**src/rtl/lp1_pkg.sv**
```systemverilog
// Shared constants, state encoding and helpers for the lp1 decimator.
package lp1_pkg;

    localparam int P_DW      = 20;             // input sample width (lp1 y)
    localparam int P_OW      = 18;             // averaged output width
    localparam int P_L2N_MAX = 8;              // largest decimation exponent
    localparam int P_AW      = P_DW + P_L2N_MAX; // accumulator width, cannot overflow

    typedef enum logic [1:0] {
        ST_SYNC  = 2'd0,
        ST_ACC_I = 2'd1,
        ST_ACC_Q = 2'd2
    } state_t;

    // Limit a requested decimation exponent to the supported maximum.
    function automatic logic [3:0] clamp_l2n(input logic [3:0] v, input logic [3:0] mx);
        return (v > mx) ? mx : v;
    endfunction

endpackage

```
**src/rtl/lp1_decim_sat_shift.sv**
```systemverilog
// Arithmetic right shift (floor) followed by saturation to OW bits.
module sat_shift #(
    parameter int IW = 28,
    parameter int OW = 18
) (
    input  logic [IW-1:0] din,
    input  logic [3:0]    n,
    output logic [OW-1:0] dout,
    output logic          ovf
);

    localparam logic signed [IW-1:0] MAXV = {{(IW-OW+1){1'b0}}, {(OW-1){1'b1}}};
    localparam logic signed [IW-1:0] MINV = {{(IW-OW+1){1'b1}}, {(OW-1){1'b0}}};

    logic signed [IW-1:0] din_s;
    logic signed [IW-1:0] shifted;

    // Shift toward minus infinity, then clip to the representable output range.
    always_comb begin
        din_s   = din;
        shifted = din_s >>> n;
        ovf     = 1'b0;
        dout    = shifted[OW-1:0];
        if (shifted > MAXV) begin
            dout = MAXV[OW-1:0];
            ovf  = 1'b1;
        end else if (shifted < MINV) begin
            dout = MINV[OW-1:0];
            ovf  = 1'b1;
        end
    end

endmodule

```
**src/rtl/lp1_decim.sv**
```systemverilog
// De-interleaves lp1 I/Q samples, boxcar-averages 2^n pairs and presents the
// saturated averages with a one-cycle strobe. Tracks I/Q phase alternation.
module lp1_decim
    import lp1_pkg::*;
#(
    parameter int DW      = P_DW,
    parameter int OW      = P_OW,
    parameter int L2N_MAX = P_L2N_MAX
) (
    input  logic          clk,
    input  logic          rst_n,
    input  logic          iq,
    input  logic [DW-1:0] y,
    input  logic          enable,
    input  logic [3:0]    log2n,
    input  logic          clr_flags,
    output logic [OW-1:0] i_out,
    output logic [OW-1:0] q_out,
    output logic          strobe,
    output logic          sat,
    output logic          iq_err
);

    localparam int AW = DW + L2N_MAX;
    localparam logic [L2N_MAX:0] CNT_ONE = 1;
    localparam logic [3:0]       N_MAX   = 4'(L2N_MAX);

    state_t             state_q, state_d;
    logic [AW-1:0]      acc_i_q, acc_i_d;
    logic [AW-1:0]      acc_q_q, acc_q_d;
    logic [L2N_MAX:0]   cnt_q, cnt_d;
    logic [3:0]         n_cur_q, n_cur_d;
    logic               done_q, done_d;
    logic [OW-1:0]      i_out_q, i_out_d;
    logic [OW-1:0]      q_out_q, q_out_d;
    logic               strobe_q, strobe_d;
    logic               sat_q, sat_d;
    logic               iq_err_q, iq_err_d;

    logic [AW-1:0]      y_ext;
    logic [L2N_MAX:0]   last_cnt;
    logic               blk_last;
    logic               start, take_i, take_q, phase_err;
    logic [OW-1:0]      sat_i_val, sat_q_val;
    logic               ovf_i, ovf_q;

    assign y_ext    = {{L2N_MAX{y[DW-1]}}, y};
    assign last_cnt = (CNT_ONE << n_cur_q) - CNT_ONE;
    assign blk_last = (cnt_q == last_cnt);

    // State register and all datapath registers; every flop clears on reset.
    always_ff @(posedge clk or negedge rst_n) begin
        if (!rst_n) begin
            state_q  <= ST_SYNC;
            acc_i_q  <= '0;
            acc_q_q  <= '0;
            cnt_q    <= '0;
            n_cur_q  <= '0;
            done_q   <= 1'b0;
            i_out_q  <= '0;
            q_out_q  <= '0;
            strobe_q <= 1'b0;
            sat_q    <= 1'b0;
            iq_err_q <= 1'b0;
        end else begin
            state_q  <= state_d;
            acc_i_q  <= acc_i_d;
            acc_q_q  <= acc_q_d;
            cnt_q    <= cnt_d;
            n_cur_q  <= n_cur_d;
            done_q   <= done_d;
            i_out_q  <= i_out_d;
            q_out_q  <= q_out_d;
            strobe_q <= strobe_d;
            sat_q    <= sat_d;
            iq_err_q <= iq_err_d;
        end
    end

    // Classify the incoming sample against the phase the FSM expects.
    always_comb begin
        start     = 1'b0;
        take_i    = 1'b0;
        take_q    = 1'b0;
        phase_err = 1'b0;
        unique case (state_q)
            ST_SYNC:  start = enable & iq;
            ST_ACC_I: if (enable) begin
                          take_i    = iq;
                          phase_err = ~iq;
                      end
            ST_ACC_Q: if (enable) begin
                          take_q    = ~iq;
                          phase_err = iq;
                      end
            default: ;
        endcase
    end

    // Next state: a wrong phase or enable=0 drops back to SYNC.
    always_comb begin
        state_d = state_q;
        unique case (state_q)
            ST_SYNC:  if (start) state_d = ST_ACC_Q;
            ST_ACC_I: state_d = take_i ? ST_ACC_Q : ST_SYNC;
            ST_ACC_Q: state_d = take_q ? ST_ACC_I : ST_SYNC;
            default:  state_d = ST_SYNC;
        endcase
    end

    // Accumulate pairs; cnt==0 marks the first sample of a block (load, not add).
    always_comb begin
        acc_i_d = acc_i_q;
        acc_q_d = acc_q_q;
        cnt_d   = cnt_q;
        n_cur_d = n_cur_q;
        done_d  = 1'b0;
        if (start) begin
            acc_i_d = y_ext;
            n_cur_d = clamp_l2n(log2n, N_MAX);
            cnt_d   = '0;
        end
        if (take_i) begin
            if (cnt_q == '0) begin
                acc_i_d = y_ext;
                n_cur_d = clamp_l2n(log2n, N_MAX);
            end else begin
                acc_i_d = acc_i_q + y_ext;
            end
        end
        if (take_q) begin
            acc_q_d = (cnt_q == '0) ? y_ext : acc_q_q + y_ext;
            if (blk_last) begin
                cnt_d  = '0;
                done_d = 1'b1;
            end else begin
                cnt_d = cnt_q + CNT_ONE;
            end
        end
    end

    sat_shift #(.IW(AW), .OW(OW)) u_sat_i (
        .din  (acc_i_q),
        .n    (n_cur_q),
        .dout (sat_i_val),
        .ovf  (ovf_i)
    );

    sat_shift #(.IW(AW), .OW(OW)) u_sat_q (
        .din  (acc_q_q),
        .n    (n_cur_q),
        .dout (sat_q_val),
        .ovf  (ovf_q)
    );

    // Output register: a completed block is published one cycle after its last Q;
    // new flag events take priority over clr_flags.
    always_comb begin
        i_out_d  = i_out_q;
        q_out_d  = q_out_q;
        strobe_d = done_q;
        if (done_q) begin
            i_out_d = sat_i_val;
            q_out_d = sat_q_val;
        end
        sat_d    = (sat_q & ~clr_flags) | (done_q & (ovf_i | ovf_q));
        iq_err_d = (iq_err_q & ~clr_flags) | phase_err;
    end

    assign i_out  = i_out_q;
    assign q_out  = q_out_q;
    assign strobe = strobe_q;
    assign sat    = sat_q;
    assign iq_err = iq_err_q;

endmodule

```
**config.mk**
```make
export PLATFORM = sky130hd
export DESIGN_NAME = lp1_decim
export DESIGN_NICKNAME = d
export VERILOG_FILES = /design/src/rtl/lp1_pkg.sv /design/src/rtl/lp1_decim_sat_shift.sv /design/src/rtl/lp1_decim.sv
export SDC_FILE = /design/constraint.sdc
export NUM_CORES = 1
export LEC_CHECK = 0
export ABC_AREA = 1
export CORE_MARGIN = 5
export CORE_UTILIZATION = 46
export CTS_BUF_LIST = sky130_fd_sc_hd__clkbuf_8 sky130_fd_sc_hd__clkbuf_16
export DETAILED_ROUTE_END_ITERATION = 10
export MAX_ROUTING_LAYER = met4
export SYNTH_ARGS = -nofsm -noshare
export SYNTH_HDL_FRONTEND = slang
export SYNTH_SLANG_ARGS = --single-unit
```
**constraint.sdc**
```tcl
create_clock -name clk -period 3.2 [get_ports clk]
set_input_delay 0.48 -clock clk [delete_from_list [all_inputs] [get_ports clk]]
set_output_delay 0.48 -clock clk [all_outputs]
set_load 0.02 [all_outputs]
```
==> key figures <==
Drt
  • Mean routed wirelength per cell: 17.23 um
  • Remaining DRCs: 0
  • Via count: 11420
  • Post-Route WL: 35.14 mm
  • Vias per cell: 5.602
  • Final ANT Viol Nets: 0
  • DRT iter0 DRCs: 996
  • DR pass1 iterations: 5

Power
  • Part of the power in the clock network: 10.5%
  • Seq pwr share: 19.7%
  • Combinational power share: 69.9%
  • Pint: 5.352 mW
  • PwrDens: 1023 mW/mm^2
  • P_leak: 5.792 nW
  • Peak supply drop: 0.4820 mV
  • NetSw: 6.999 mW
  • Switch share: 56.67%

Setup path
  • CP Max Fanout: 4
  • Setup CP Type: in2reg
  • Crit-path cells: clkdlybuf4s50_1, ha_1, inv_1, fa_1, inv_1, nand3_1, nand2_1, inv_1, nor2_1, nor2_1, o21ai_0, nand2_1, nand2_1, o21ai_0, o21ai_0, o21ai_0
  • Worst EP required: 3.43 ns
  • Family with the most delay on the worst path: buffers and inverters
  • Crit-path max cell delay: 0.54 ns
  • Setup crit end kind: register
  • Arr. time, crit path: 3.02 ns
  • Worst setup startpoint: y[0]
  • R2r startpoint: n_cur_q[1]
  • Critical Path Source Type: input pin
  • Most used cell, CP: o21ai_0
  • CP max stage cell: clkdlybuf4s50_1
  • CP bufs+invs: 4

Die
  • Core ar.: 0.02333 mm^2
  • IO Pins: 68
  • # rows: 56
  • Die area: 0.02669 mm^2
  • Starting Density: 46.37%
  • Chip height: 163.4 um
  • Chip width: 163.4 um

GRT
  • Vias in the first global route: 10650
  • GRT overflow: 0
  • Initial antenna violation count: 0
  • Overall global routing resource usage: 27.67%
  • First-pass GRT wire length: 57.75 mm
  • Pin count of the biggest net entering global routing: 112

Synthesis
  • Top cells by count, synth: 508 x nand2_1, 153 x o21ai_0, 141 x nand3_1
  • Seq/Total Area, Yosys: 25.67%
  • Syn nets: 1770
  • Synth Warn #: 0
  • Post-synth cell types: 56
  • EDFF count, synth: 0
  • Synth async-reset ratio: 100.0%
  • Synth top area cells: dfrtp_1 26%, nand2_1 18%, o21ai_0 7.1%
  • #FFs+latches synth: 111
  • Mean Syn Cell Area: 6.448 um^2
  • Area of the mapped netlist: 0.01082 mm^2
  • Most common cell in the netlist: nand2_1
  • Yosys top cell area share: 25.67%
  • Syn Inst Count: 1678
  • Dominant cell type by area after synthesis: dfrtp_1
  • Top FF cell, synth: dfrtp_1

Status
  • Status: completed

STA
  • Worst slew pin tran: 0.8222 ns
  • Period utilization: 87.26%
  • Tmin final: 2.792 ns
  • Setup ws final: 0.4077 ns
  • Final Hold Vio Count: 0
  • Final setup fails: 0
  • Max_slew headroom: 45.13%
  • Setup_tns: 0 ns
  • Max Transition Viols Final: 0
  • Clk_skew: 0.01393 ns
  • Fmax: 358.1 MHz
  • RSZ-0062 raised after global routing: no

Clock network
  • CTS tree: built
  • Post-CTS sizing: 0
  • H-tree depth: 3
  • Clock Root Buffer: clkbuf_16
  • Clock sinks: 111
  • CTS hold repair buffers: 0
  • Post-CTS Setup Repair Bufs: 0
  • TritonCTS Buffers: 9
  • CTS clock-pin slew for the worst setup and hold paths: 0.08 ns
  • Longest Clk Path Bufs: 2
  • Clock Latency Late Sink: 0.37 ns

Final layout
  • Antenna diode count: 0
  • Area delta synth->final: 11.58%
  • Final net count: 1807
  • Layout cells sized above 1: 6.221%

Placement
  • Port Buf Inserts: 67
  • RePlAce Congestion: 0.9670
  • Placement Setup Slack: 0.07902 ns
  • Dpl hpwl: 27.81 mm

Run
  • Max_cap viols: 0

Worst hold path
  • Hold WC Path Type: in2async
-- cell families after synthesis --
logic type	count (synthesis)	synth area share, %
adder cells (fa/ha/maj)	63	7.425
AO/OA/AOI/OAI	378	20.24
buffers and inverters	211	8.570
flip-flops	111	25.67
AND/OR/NAND/NOR	871	34.41
XOR/XNOR	35	2.833
multiplexers	9	0.8558
-- area by class of cell --
cell class,instances,area (um^2)
Fill cell,2478,11260
Tap cell,319,399.1
Clock buffer,9,225.2
Multi-Input combinational cell,1356,7117
Sequential cell,111,2781
Timing Repair Buffer,97,918.4
Inverter,140,533.0
Clock inverter,7,97.59
-- layout by cell type, fill, tap and decap left out, types with 6 or more instances in the layout --
| cell | count |
|---|---|
| o21ai_0 | 153 |
| o22ai_1 | 10 |
| o211ai_1 | 16 |
| buf_4 | 29 |
| a31oi_1 | 30 |
| nor2_1 | 138 |
| nor3_1 | 24 |
| inv_1 | 133 |
| mux2i_1 | 7 |
| o221ai_1 | 9 |
| nand3_2 | 12 |
| dfrtp_1 | 108 |
| nor4_1 | 6 |
| a21o_1 | 10 |
| nand2_1 | 508 |
| nand2_2 | 6 |
| ha_1 | 61 |
| or2_2 | 10 |
| xnor2_1 | 9 |
| a21oi_1 | 101 |
| a21oi_2 | 10 |
| nand3_1 | 141 |
| clkdlybuf4s50_1 | 66 |
| o21bai_1 | 7 |
| nand4_1 | 13 |
| clkbuf_16 | 9 |
| xor2_1 | 26 |
-- sequential cells by signal, indices dropped and copies added, names as in the netlist --
signal   flops
acc_i_q     28
acc_q_q     28
i_out       18
q_out       18
cnt_q        9
n_cur_q      4
state_q      2
done_q       1
iq_err       1
sat          1
strobe       1
-- per-stage QoR --
stage	hold slack, ns	total power [mW]	instances	utilization, %	instance area (um^2)
4_1_cts	0.2188	12.25	2039	51.74	12070
5_1_grt	0.2367	13.66	2039	51.74	12070
3_5_place_dp	0.4156	10.93	2023	50.35	11750
2_1_floorplan	0.1844	8.727	1678	-	10820
3_3_place_gp	0.4150	10.91	2023	50.35	11750
6_report	0.1657	12.35	2039	51.74	12070
-- worst register-to-register path, stage by stage (launching register included) --
cell and delay [ns]:
dfrtp_1 0.55, inv_2 0.49, nand3_1 0.25, nand3_1 0.18
nand3_1 0.09, nand2_1 0.08, nand2_1 0.07, nor2_2 0.10
nand3_2 0.12, a21boi_4 0.51, a21oi_1 0.14
-- power groups by stage --
stage | sequential, mW | clock, mW | combinational [mW]
global route | 2.48 | 1.36 | 9.82
detailed placement | 2.43 | 0 | 8.50
global placement | 2.42 | 0 | 8.49
floorplan | 2.08 | 0 | 6.65
CTS | 2.40 | 1.32 | 8.53
finish | 2.43 | 1.29 | 8.63
-- worst paths after layout --
kind,end,cells past startpoint,slack (ns)
setup / recovery,acc_i_q[16],16,0.41
hold / removal,q_out[11],2,0.17
setup reg to reg,i_out[4],10,0.46
hold reg to reg,strobe,0,0.44
max in group asynchronous,n_cur_q[3],2,2.50
min in group clk,strobe,0,0.44
-- per-layer routing --
metal	up-vias	share of wire (%)	wire length [um]	global-route usage, %
met1	5342	50	17480	41.18
met4	0	1.5	510	5.032
met3	37	5.6	1961	2.927
met5	-	0	0	-
met2	323	43	15190	41.25
li1	5721	-	-	-
Note: power is estimated with default switching activity, not from simulation.
